File: src/rtl/serial2d_pkg.sv
// rtl/serial2d_pkg.sv - shared types and precision-mode helpers for the serial 2D MAC sequencer
// Contents: mode_t (MAC precision encodings), state_t (sequencer FSM states),
// DIG_W (digit-count width), digits_a/digits_w (nibble counts per operand),
// mode_legal (true for the three supported precision encodings).
package serial2d_pkg;

    typedef enum logic [2:0] {
        MODE_8X8 = 3'b000,
        MODE_4X4 = 3'b111,
        MODE_8X4 = 3'b001
    } mode_t;

    typedef enum logic [2:0] {
        ST_IDLE = 3'd0,
        ST_CLR  = 3'd1,
        ST_WAIT = 3'd2,
        ST_STEP = 3'd3,
        ST_DONE = 3'd4
    } state_t;

    localparam int DIG_W = 3;

    function automatic logic mode_legal(input logic [2:0] md);
        return (md == MODE_8X8) || (md == MODE_4X4) || (md == MODE_8X4);
    endfunction

    // Activation nibbles: two for every mode with an 8-bit activation.
    function automatic logic [DIG_W-1:0] digits_a(input logic [2:0] md);
        logic [DIG_W-1:0] d;
        case (md)
            MODE_4X4: d = 3'd1;
            default:  d = 3'd2;
        endcase
        return d;
    endfunction

    // Weight nibbles: only the 8x8 mode carries an 8-bit weight.
    function automatic logic [DIG_W-1:0] digits_w(input logic [2:0] md);
        logic [DIG_W-1:0] d;
        case (md)
            MODE_8X8: d = 3'd2;
            default:  d = 3'd1;
        endcase
        return d;
    endfunction

endpackage

File: src/rtl/serial2d_step_gen.sv
// rtl/serial2d_step_gen.sv - diagonal step walker producing nibble selects and step flags
// Ports:
//   clk_fast, rst_n     clock, asynchronous active-low reset
//   go                  load step 1 of a new operation on this edge
//   dig_m, dig_n        activation / weight nibble counts of the latched mode
//   a_sel, w_sel        registered nibble selects of the visible step
//   sign_ctr            visible step uses the MS weight nibble
//   shift_ctr           visible step closes a non-final diagonal
//   last                visible step is the final step of the operation
module serial2d_step_gen
    import serial2d_pkg::*;
(
    input  logic             clk_fast,
    input  logic             rst_n,
    input  logic             go,
    input  logic [DIG_W-1:0] dig_m,
    input  logic [DIG_W-1:0] dig_n,
    output logic [2:0]       a_sel,
    output logic [2:0]       w_sel,
    output logic             sign_ctr,
    output logic             shift_ctr,
    output logic             last
);

    logic       active;
    logic       adv;
    logic [2:0] cur_i;
    logic [2:0] cur_j;
    logic [2:0] hi_cur;
    logic [2:0] nxt_i;
    logic [2:0] nxt_j;
    logic [2:0] hi_nxt;
    logic [2:0] last_diag;

    // The diagonal index is recovered from the selects (i = a_sel + w_sel),
    // so only the visible step is stored.
    always_comb begin
        last_diag = dig_m + dig_n - 3'd2;
        cur_i     = a_sel + w_sel;
        cur_j     = w_sel;
        hi_cur    = (cur_i < dig_n - 3'd1) ? cur_i : dig_n - 3'd1;
        if (go) begin
            nxt_i = 3'd0;
            nxt_j = 3'd0;
        end else if (cur_j < hi_cur) begin
            nxt_i = cur_i;
            nxt_j = cur_j + 3'd1;
        end else begin
            // New diagonal starts at j = max(0, i+1 - m + 1).
            nxt_i = cur_i + 3'd1;
            nxt_j = (cur_i + 3'd1 >= dig_m) ? cur_i + 3'd2 - dig_m : 3'd0;
        end
        hi_nxt = (nxt_i < dig_n - 3'd1) ? nxt_i : dig_n - 3'd1;
        adv    = go || (active && !last);
    end

    always_ff @(posedge clk_fast or negedge rst_n) begin
        if (!rst_n) begin
            active    <= 1'b0;
            a_sel     <= 3'd0;
            w_sel     <= 3'd0;
            sign_ctr  <= 1'b0;
            shift_ctr <= 1'b0;
            last      <= 1'b0;
        end else if (adv) begin
            active    <= 1'b1;
            a_sel     <= nxt_i - nxt_j;
            w_sel     <= nxt_j;
            sign_ctr  <= (nxt_j == dig_n - 3'd1);
            shift_ctr <= (nxt_j == hi_nxt) && (nxt_i < last_diag);
            last      <= (nxt_j == hi_nxt) && (nxt_i == last_diag);
        end else begin
            // Between operations the step outputs rest at zero.
            active    <= 1'b0;
            a_sel     <= 3'd0;
            w_sel     <= 3'd0;
            sign_ctr  <= 1'b0;
            shift_ctr <= 1'b0;
            last      <= 1'b0;
        end
    end

endmodule

File: src/rtl/serial2d_mac_ctrl.sv
// rtl/serial2d_mac_ctrl.sv - operand sequencer framing accumulation groups for the serial 2D MAC
// Optional build macro: SERIAL2D_CTRL_PREFETCH_EN adds a one-entry operand buffer
// so consecutive operations run back to back.
// Ports:
//   clk_fast, rst_n            clock, asynchronous active-low reset
//   mode, start, acc_len       group request (sampled on start in IDLE)
//   op_valid, op_ready         operand handshake; w_in/a_in the offered pair
//   w, a                       registered operands to the MAC
//   w_sel, a_sel, sign_ctr,
//   shift_ctr, rst_mult        step controls to the MAC
//   mac_rst, mode_q            accumulator reset and latched mode to the MAC
//   busy, done, mode_err       status: not idle, group finished pulse, sticky illegal-mode flag
module serial2d_mac_ctrl
    import serial2d_pkg::*;
#(
    parameter int OPS_W = 6
)
(
    input  logic             clk_fast,
    input  logic             rst_n,
    input  logic [2:0]       mode,
    input  logic             start,
    input  logic [OPS_W-1:0] acc_len,
    input  logic             op_valid,
    output logic             op_ready,
    input  logic [7:0]       w_in,
    input  logic [7:0]       a_in,
    output logic [7:0]       w,
    output logic [7:0]       a,
    output logic [2:0]       w_sel,
    output logic [2:0]       a_sel,
    output logic             sign_ctr,
    output logic             shift_ctr,
    output logic             rst_mult,
    output logic             mac_rst,
    output logic [2:0]       mode_q,
    output logic             busy,
    output logic             done,
    output logic             mode_err
);

    state_t           state;
    state_t           state_nxt;
    logic [OPS_W-1:0] ops_left;
    logic [OPS_W-1:0] ops_nxt;
    logic [2:0]       mode_nxt;
    logic             err_nxt;
    logic [7:0]       w_nxt;
    logic [7:0]       a_nxt;
    logic             ready_nxt;
    logic             handshake;
    logic             step_go;
    logic [DIG_W-1:0] dig_m;
    logic [DIG_W-1:0] dig_n;

`ifdef SERIAL2D_CTRL_PREFETCH_EN
    logic             buf_valid;
    logic [7:0]       buf_w;
    logic [7:0]       buf_a;
    logic             bufv_nxt;
    logic [7:0]       bufw_nxt;
    logic [7:0]       bufa_nxt;
`endif

    assign dig_m = digits_a(mode_q);
    assign dig_n = digits_w(mode_q);

    serial2d_step_gen u_step (
        .clk_fast  (clk_fast),
        .rst_n     (rst_n),
        .go        (step_go),
        .dig_m     (dig_m),
        .dig_n     (dig_n),
        .a_sel     (a_sel),
        .w_sel     (w_sel),
        .sign_ctr  (sign_ctr),
        .shift_ctr (shift_ctr),
        .last      (rst_mult)
    );

    // ops_left counts operations still owed, including the one being stepped;
    // it drops on the edge that retires the final step of an operation.
    always_comb begin
        state_nxt = state;
        ops_nxt   = ops_left;
        mode_nxt  = mode_q;
        err_nxt   = mode_err;
        w_nxt     = w;
        a_nxt     = a;
        step_go   = 1'b0;
        handshake = op_valid && op_ready;
`ifdef SERIAL2D_CTRL_PREFETCH_EN
        bufv_nxt  = buf_valid;
        bufw_nxt  = buf_w;
        bufa_nxt  = buf_a;
`endif
        case (state)
            ST_IDLE: begin
                if (start) begin
                    if (mode_legal(mode)) begin
                        mode_nxt  = mode;
                        ops_nxt   = acc_len;
                        err_nxt   = 1'b0;
                        state_nxt = ST_CLR;
                    end else begin
                        err_nxt = 1'b1;
                    end
                end
            end
            ST_CLR: begin
                state_nxt = (ops_left == '0) ? ST_DONE : ST_WAIT;
            end
            ST_WAIT: begin
                if (handshake) begin
                    w_nxt     = w_in;
                    a_nxt     = a_in;
                    step_go   = 1'b1;
                    state_nxt = ST_STEP;
                end
            end
            ST_STEP: begin
                if (rst_mult) begin
                    ops_nxt = ops_left - OPS_W'(1);
                    if (ops_left == OPS_W'(1)) begin
                        state_nxt = ST_DONE;
                    end else begin
`ifdef SERIAL2D_CTRL_PREFETCH_EN
                        if (buf_valid) begin
                            w_nxt    = buf_w;
                            a_nxt    = buf_a;
                            bufv_nxt = 1'b0;
                            step_go  = 1'b1;
                        end else if (handshake) begin
                            // Pair offered exactly on the retiring edge goes straight in.
                            w_nxt   = w_in;
                            a_nxt   = a_in;
                            step_go = 1'b1;
                        end else begin
                            state_nxt = ST_WAIT;
                        end
`else
                        state_nxt = ST_WAIT;
`endif
                    end
                end
`ifdef SERIAL2D_CTRL_PREFETCH_EN
                else if (handshake) begin
                    bufv_nxt = 1'b1;
                    bufw_nxt = w_in;
                    bufa_nxt = a_in;
                end
`endif
            end
            ST_DONE: begin
                state_nxt = ST_IDLE;
            end
            default: begin
                state_nxt = ST_IDLE;
            end
        endcase

        ready_nxt = (state_nxt == ST_WAIT);
`ifdef SERIAL2D_CTRL_PREFETCH_EN
        if ((state_nxt == ST_STEP) && !bufv_nxt && (ops_nxt > OPS_W'(1))) begin
            ready_nxt = 1'b1;
        end
`endif
    end

    // Status outputs are registered from the next-state view so they line up
    // with the state they describe.
    always_ff @(posedge clk_fast or negedge rst_n) begin
        if (!rst_n) begin
            state    <= ST_IDLE;
            ops_left <= '0;
            mode_q   <= 3'b000;
            mode_err <= 1'b0;
            w        <= 8'd0;
            a        <= 8'd0;
            op_ready <= 1'b0;
            mac_rst  <= 1'b1;
            busy     <= 1'b0;
            done     <= 1'b0;
        end else begin
            state    <= state_nxt;
            ops_left <= ops_nxt;
            mode_q   <= mode_nxt;
            mode_err <= err_nxt;
            w        <= w_nxt;
            a        <= a_nxt;
            op_ready <= ready_nxt;
            mac_rst  <= (state_nxt == ST_IDLE) || (state_nxt == ST_CLR);
            busy     <= (state_nxt != ST_IDLE);
            done     <= (state_nxt == ST_DONE);
        end
    end

`ifdef SERIAL2D_CTRL_PREFETCH_EN
    always_ff @(posedge clk_fast or negedge rst_n) begin
        if (!rst_n) begin
            buf_valid <= 1'b0;
            buf_w     <= 8'd0;
            buf_a     <= 8'd0;
        end else begin
            buf_valid <= bufv_nxt;
            buf_w     <= bufw_nxt;
            buf_a     <= bufa_nxt;
        end
    end
`endif

endmodule

File: config.mk
export PLATFORM = sky130hd
export DESIGN_NAME = serial2d_mac_ctrl
export DESIGN_NICKNAME = d
export VERILOG_FILES = /design/src/rtl/serial2d_pkg.sv /design/src/rtl/serial2d_step_gen.sv /design/src/rtl/serial2d_mac_ctrl.sv
export SDC_FILE = /design/constraint.sdc
export NUM_CORES = 1
export LEC_CHECK = 0
export ABC_CLOCK_PERIOD_IN_PS = 9500
export CORE_MARGIN = 2
export CORE_UTILIZATION = 56
export DETAILED_ROUTE_END_ITERATION = 7
export PLACE_DENSITY_LB_ADDON = 0.15
export SYNTH_ARGS = -nofsm -noshare
export SYNTH_HDL_FRONTEND = slang
export SYNTH_HIERARCHICAL = 1
export SYNTH_SLANG_ARGS = --single-unit
File: constraint.sdc
create_clock -name clk_fast -period 9.5 [get_ports clk_fast]
set_clock_uncertainty 0.1 [all_clocks]
set_input_delay 1.9 -clock clk_fast [delete_from_list [all_inputs] [get_ports clk_fast]]
set_output_delay 1.9 -clock clk_fast [all_outputs]
set_load 0.01 [all_outputs]
### Yosys cells after proc, flatten, opt, wreduce, memory -nomap -nowiden

Cells that the tools add are included.

| storage, ports and cells | value |
|---|---|
| bits in registers | 43 |
| input bits | 29 |
| word-level logic and storage cells | 96 |

| cells by class | value |
|---|---|
| add/subtract/negate cells | 10 |
| order comparisons | 5 |
| eq/ne operators | 16 |
| muxes and demuxes | 29 |
| reductions and logical operators | 20 |

Operator list:

| cell | number |
|---|---|
| $mux W3 | 15 |
| $mux W6 | 3 |
| $logic_not A3 Y1 | 4 |
| $lt A3 B3 Y1 | 4 |
| $pmux W3 S4 | 1 |
| $pmux W6 S2 | 1 |
| $eq A3 B1 Y1 const B | 3 |
| $eq A3 B2 Y1 const B | 3 |
| $eq A3 B3 Y1 | 3 |
| $eq A3 B3 Y1 const B | 3 |
| $mux W1 | 7 |
| $add A3 B1 Y3 const B | 2 |
| $eq A6 B1 Y1 const B | 1 |
| $logic_not A6 Y1 | 1 |
| $sub A6 B1 Y6 const B | 1 |
| $logic_and A1 B1 Y1 | 4 |
| $logic_or A1 B1 Y1 | 4 |
| $mux W2 | 2 |
| $ne A2 B2 Y1 const B | 2 |
| $reduce_and A2 Y1 | 2 |
| $reduce_and A4 Y1 | 1 |
| $add A2 B2 Y3 | 1 |
| $add A3 B2 Y3 const B | 1 |
| $add A3 B3 Y3 | 1 |
| 10 further kinds | 10 |

### Longest topological paths before layout

| depth | value |
|---|---|
| word-level depth | 13 |
| depth in mapped cells | 24 |
| gate-level depth less buffers | 24 |

### Modules after synthesis

Netlist, hierarchy kept.

Modules (own cells, without submodules):

| module | instances | cells an instance | area an instance (sq um) |
|---|---|---|---|
| serial2d_mac_ctrl | 1 | 120 | 1621.6 |
| serial2d_step_gen | 1 | 143 | 1310.0 |

### Worst setup path after synthesis

Ideal clock, no wire load.

| timing | value |
|---|---|
| kind | register -> register |
| start | register mode_q[2] |
| end | register u_step.last |
| library setup time | 0.101 ns |
| arrival | 4.869 ns |
| required time | 9.299 ns |
| slack | 4.430 ns |
| stages on the path, launching flop included | 23 |
| path through | dfrtp_1 or3_1 inv_1 inv_1 ha_1 xnor2_1 inv_1 ha_1 a21oi_1 o31ai_1 ha_1 a211oi_1 o31a_2 a21oi_1 xnor2_1 nor2_1 ha_1 a21oi_1 o311a_1 a22o_1 mux2i_1 xor2_1 nor4_1 |

| between the ends | value |
|---|---|
| cells in the longest elaborated chain, start to end | 13 |
| elaborated cells between the ends (all ways) | 23 |
| those cells by class | add/sub: 4; order compare: 4; eq/ne: 3; mux: 10; reduce/logical: 2 |

RTL lines:

| item | RTL line | RTL |
|---|---|---|
| start, declared | serial2d_mac_ctrl.sv:36 | `output logic [2:0] mode_q,` |
| start signal, assigned | serial2d_mac_ctrl.sv:187 | `mode_q <= mode_nxt;` |
| $logic_not A3 Y1 (*) | serial2d_pkg.sv:40 | `case (md)` |
| $mux W2 (*) | serial2d_pkg.sv:40 |  |
| via dig_n[0] | serial2d_mac_ctrl.sv:54 | `logic [DIG_W-1:0] dig_n;` |
| $sub A2 B1 Y3 | serial2d_step_gen.sv:41, serial2d_step_gen.sv:53 |  |
| $lt A3 B3 Y1 | serial2d_step_gen.sv:41 | `hi_cur = (cur_i < dig_n - 3'd1) ? cur_i : dig_n - 3'd1;` |
| $mux W3 | serial2d_step_gen.sv:41 |  |
| $lt A3 B3 Y1 | serial2d_step_gen.sv:45 | `end else if (cur_j < hi_cur) begin` |
| $mux W3 | serial2d_step_gen.sv:45 |  |
| $mux W3 | serial2d_step_gen.sv:42 | `if (go) begin` |
| $lt A3 B3 Y1 | serial2d_step_gen.sv:53 | `hi_nxt = (nxt_i < dig_n - 3'd1) ? nxt_i : dig_n - 3'd1;` |
| $mux W3 | serial2d_step_gen.sv:53 |  |
| $eq A3 B3 Y1 | serial2d_step_gen.sv:71 | `last <= (nxt_j == hi_nxt) && (nxt_i == last_diag);` |
| $logic_and A1 B1 Y1 (*) | serial2d_step_gen.sv:71 |  |
| $mux W1 (*) | serial2d_step_gen.sv:65 | `end else if (adv) begin` |
| end signal, assigned | serial2d_step_gen.sv:71 |  |
| end, declared | serial2d_step_gen.sv:22 | `output logic last` |

Mark *: on every way through the listed nets, which the timed path passes. The rest lies on a longest branch.
A chain may end at the register's enable or synchronous reset.

### Final worst setup path

| timing | value |
|---|---|
| start | register mode_q[2] |
| end | register u_step.shift_ctr |

| between the ends | value |
|---|---|
| cells in the longest elaborated chain, start to end | 13 |
| elaborated cells between the ends (all ways) | 23 |
| those cells by class | add/sub: 4; order compare: 5; eq/ne: 2; mux: 10; reduce/logical: 2 |

RTL lines:

| item | RTL line | RTL |
|---|---|---|
| $logic_not A3 Y1 (*) | serial2d_pkg.sv:40 |  |
| $mux W2 (*) | serial2d_pkg.sv:40 |  |
| via dig_n[0] | serial2d_mac_ctrl.sv:54 |  |
| $sub A2 B1 Y3 | serial2d_step_gen.sv:41, serial2d_step_gen.sv:53 |  |
| $lt A3 B3 Y1 | serial2d_step_gen.sv:41 |  |
| $mux W3 | serial2d_step_gen.sv:41 |  |
| $lt A3 B3 Y1 | serial2d_step_gen.sv:45 |  |
| $mux W3 | serial2d_step_gen.sv:45 |  |
| $mux W3 | serial2d_step_gen.sv:42 |  |
| $lt A3 B3 Y1 | serial2d_step_gen.sv:53 |  |
| $mux W3 | serial2d_step_gen.sv:53 |  |
| $eq A3 B3 Y1 | serial2d_step_gen.sv:70 | `shift_ctr <= (nxt_j == hi_nxt) && (nxt_i < last_diag);` |
| $logic_and A1 B1 Y1 (*) | serial2d_step_gen.sv:70 |  |
| $mux W1 (*) | serial2d_step_gen.sv:65 |  |
| end signal, assigned | serial2d_step_gen.sv:70 |  |
| end, declared | serial2d_step_gen.sv:21 | `output logic shift_ctr,` |

Marked as above.

==> impl_metrics.tcl <==
set metrics [dict create \
    layout-drive-gt1-share_pct 14.5 \
    end_kind "flip-flop" \
    clockBufferDepth 2 \
    worstPathMaxFanout 9 \
    cts_tree "done" \
    rsz0062_at_grt "no" \
    tightestPinTransition_ps 960 \
    die_h_um 76.4 \
    critPathTopFamily "compound AO/OA/AOI/OAI gates" \
    area_growth_pct 25.3 \
    fmaxAchievable_mhz 171 \
    ys.flop_type "dfrtp_1" \
    drtIter0Drc 131 \
    hold_class "reg2reg" \
    dieArea_um2 5830 \
    drv_slew 0 \
    cts_setup_buffers 0 \
    grt_pass1_vias 2343 \
    clk_latency_ps 300 \
    wl_per_cell_um 16.0 \
    drt-pass1-iter-count 4 \
    post_cts_resized 0 \
    holdWs_ps 411 \
    path_cells "or3_1 > inv_1 > inv_1 > ha_1 > xnor2_1 > inv_1 > ha_1 > a21oi_1 > o21ai_0 > o31ai_1 > ha_1 > o21a_1 > o21ai_0 > a21oi_1 > xnor2_1 > nor2_1 > ha_1 > a21oi_1 > o311a_1 > a22o_1 > mux2i_1 > xor2_1 > nor4_1" \
    rr_startpoint "mode_q[2]$_DFFE_PN0P_" \
    overflow 0 \
    grt_max_degree 44 \
    outcome "finished, final reports clean" \
    ys_seq_area_share_pct 36.7 \
    htreeDepth 2 \
    setup_violations 0 \
    arrival_ps 5940 \
    start_util_pct 57.8 \
    synthCells 263 \
    drc 0 \
    clkTransAtPathRegs_ps 80 \
    core_area_um2 5070 \
    nNetsFinal 387 \
    drt-vias-per-instance 5.66 \
    finalWorstPathRequiredPeriod_ps 5860 \
    antenna_found_initial 0 \
    crit_required_ps 9580 \
    clock_sinks 43 \
    grt_pass1_wl_um 10900 \
    maxCapViolCount 0 \
    io_buffers 61 \
    antenna_cells 0 \
    crit_type "reg2reg" \
    critPathBufInv 3 \
    cp_slowest_stage_delay_ps 550 \
    period_share_pct 61.7 \
    place_congestion 0.991 \
    critPathLaunchType "flip-flop" \
    rows 26 \
    dp_hpwl_um 4960 \
    syn-cell-area_um2 2930 \
    synth_cell_types 70 \
    hold_viol 0 \
    yosys_warnings 6 \
    root_buffer "clkbuf_8" \
    io_pins 62 \
    min_from "w[4]$_DFFE_PN0P_" \
    synth_seq_cells 43 \
    postCtsHoldBufs 0 \
    ant_nets 0 \
    async_flop_share_pct 100 \
    grt.total_usage_pct 23.3 \
    fillCellCount 376 \
    die_width_um 76.4 \
    worstSetupStartpoint "mode_q[2]$_DFFE_PN0P_" \
    cpMostUsedCell "ha_1" \
    cts_buffers 5 \
    slew_headroom_pct 36.0 \
    via_count 2271 \
    wirelength_um 6430 \
    syn_area_per_cell_um2 11.1 \
    slowest_stage "or3_1" \
    fin_setup_tns_ps 0 \
    synth-edff-count 0 \
]
-- worst register-to-register path: stages (launching register included) --
cell and delay [ps]:
dfrtp_1 410, or3_1 550, inv_1 100, inv_1 60, ha_1 190, xnor2_1 430
inv_1 90, ha_1 330, a21oi_1 280, o21ai_0 150, o31ai_1 100, ha_1 320
o21a_1 210, o21ai_0 170, a21oi_1 80, xnor2_1 210, nor2_1 130, ha_1 370
a21oi_1 370, o311a_1 270, a22o_1 160, mux2i_1 220, xor2_1 110, nor4_1 340
-- layer usage --
metal  vias to the layer above  GRT usage, %  part of all wire [%]
met3                         6          5.21                   5.8
met2                        80          40.6                    50
met1                      1108          29.4                    43
met4                         0          6.00                  0.56
li1                       1077             -                     -
met5                         -             0                     0
-- worst paths after layout --
| kind | depth (start not counted) | to | slack [ps] |
|---|---|---|---|
| max in group asynchronous | 1 | u_step/shift_ctr$_DFF_PN0_ | 7050 |
| worst min register to register | 1 | w[4]$_DFFE_PN0P_ | 410 |
| worst max-delay path | 23 | u_step/shift_ctr$_DFF_PN0_ | 3640 |
| min in group asynchronous | 1 | a[3]$_DFFE_PN0P_ | 1660 |
| worst max register to register | 23 | u_step/shift_ctr$_DFF_PN0_ | 3640 |
| worst min-delay path | 1 | w[4]$_DFFE_PN0P_ | 410 |
-- synth_stat cells, types with 3 or more instances --
cell       n  area [um^2]
a211oi_1   3         22.5
xor2_1     4         35.0
nand2_1    6         22.5
and3_1     3         18.8
a21oi_1   13         65.1
nand3_1    5         25.0
buf_6      3         33.8
o21ai_0    8         40.0
nor2b_1    3         18.8
inv_1     25         93.8
o31ai_1    3         22.5
mux2_4     9          135
nand2b_1   4         25.0
mux2_1     3         33.8
dfrtp_1   42         1050
nor2_1    17         63.8
mux2_2     9          101
ha_1      26          325
nor3_1     3         15.0
xnor2_1   12          105
-- flip-flops by register name, summed over array words and instances (netlist names) --
register,count
mode_q,3
u_step/last,1
u_step/w_sel,3
u_step/sign_ctr,1
busy,1
state,3
u_step/a_sel,3
a,8
mode_err,1
done,1
op_ready,1
u_step/shift_ctr,1
u_step/active,1
ops_left,6
w,8
mac_rst,1
-- logic make-up (layout without fill, tap and decap cells) --
logic type               count (synthesis)  after routing  synth area share [%]
adder cells (fa/ha/maj)                 28             28                  12.5
AO/OA/AOI/OAI                           61             61                  17.0
flip-flops                              43             43                  36.7
multiplexers                            23             23                  9.90
other                                    1              5                 0.128
buffers and inverters                   31             95                  5.12
XOR/XNOR                                18             18                  6.36
AND/OR/NAND/NOR                         58             58                  12.3
-- stage by stage --
step                      cells  worst slack (ps)  utilization, %  area (um^2)
after floorplan             267              4430               -         2950
after detailed placement    393              3750            70.7         3590
after global routing        401              3250            72.4         3670
final                       401              3640            72.4         3670
after CTS                   401              3710            72.4         3670
after global placement      393              4060            70.7         3590
-- final cells by class --
type | count | area, um^2 | area share, %
multi-input combinational | 193 | 1720 | 46.8
tap | 70 | 87.6 | 2.39
sequential | 43 | 1080 | 29.3
clock inverter | 2 | 12.5 | 0.341
inverter | 26 | 97.6 | 2.66
timing repair buffer | 61 | 606 | 16.5
clock buffer | 6 | 72.6 | 1.98
-- placed cells by master, fill, tap and decap left out, types with 3 or more instances in the layout --
cell type        count
clkdlybuf4s50_1     60
dfrtp_1             42
ha_1                26
inv_1               25
nor2_1              17
a21oi_1             13
xnor2_1             12
mux2_4               9
mux2_2               9
o21ai_0              8
nand2_1              6
nand3_1              5
clkbuf_8             5
conb_1               5
nand2b_1             4
xor2_1               4
and3_1               3
nor3_1               3
mux2_1               3
nor2b_1              3
a211oi_1             3
o31ai_1              3
Power is left out: the tool's default activity adds up to more than one toggle a clock period on the data nets, which glitch-free logic cannot reach.
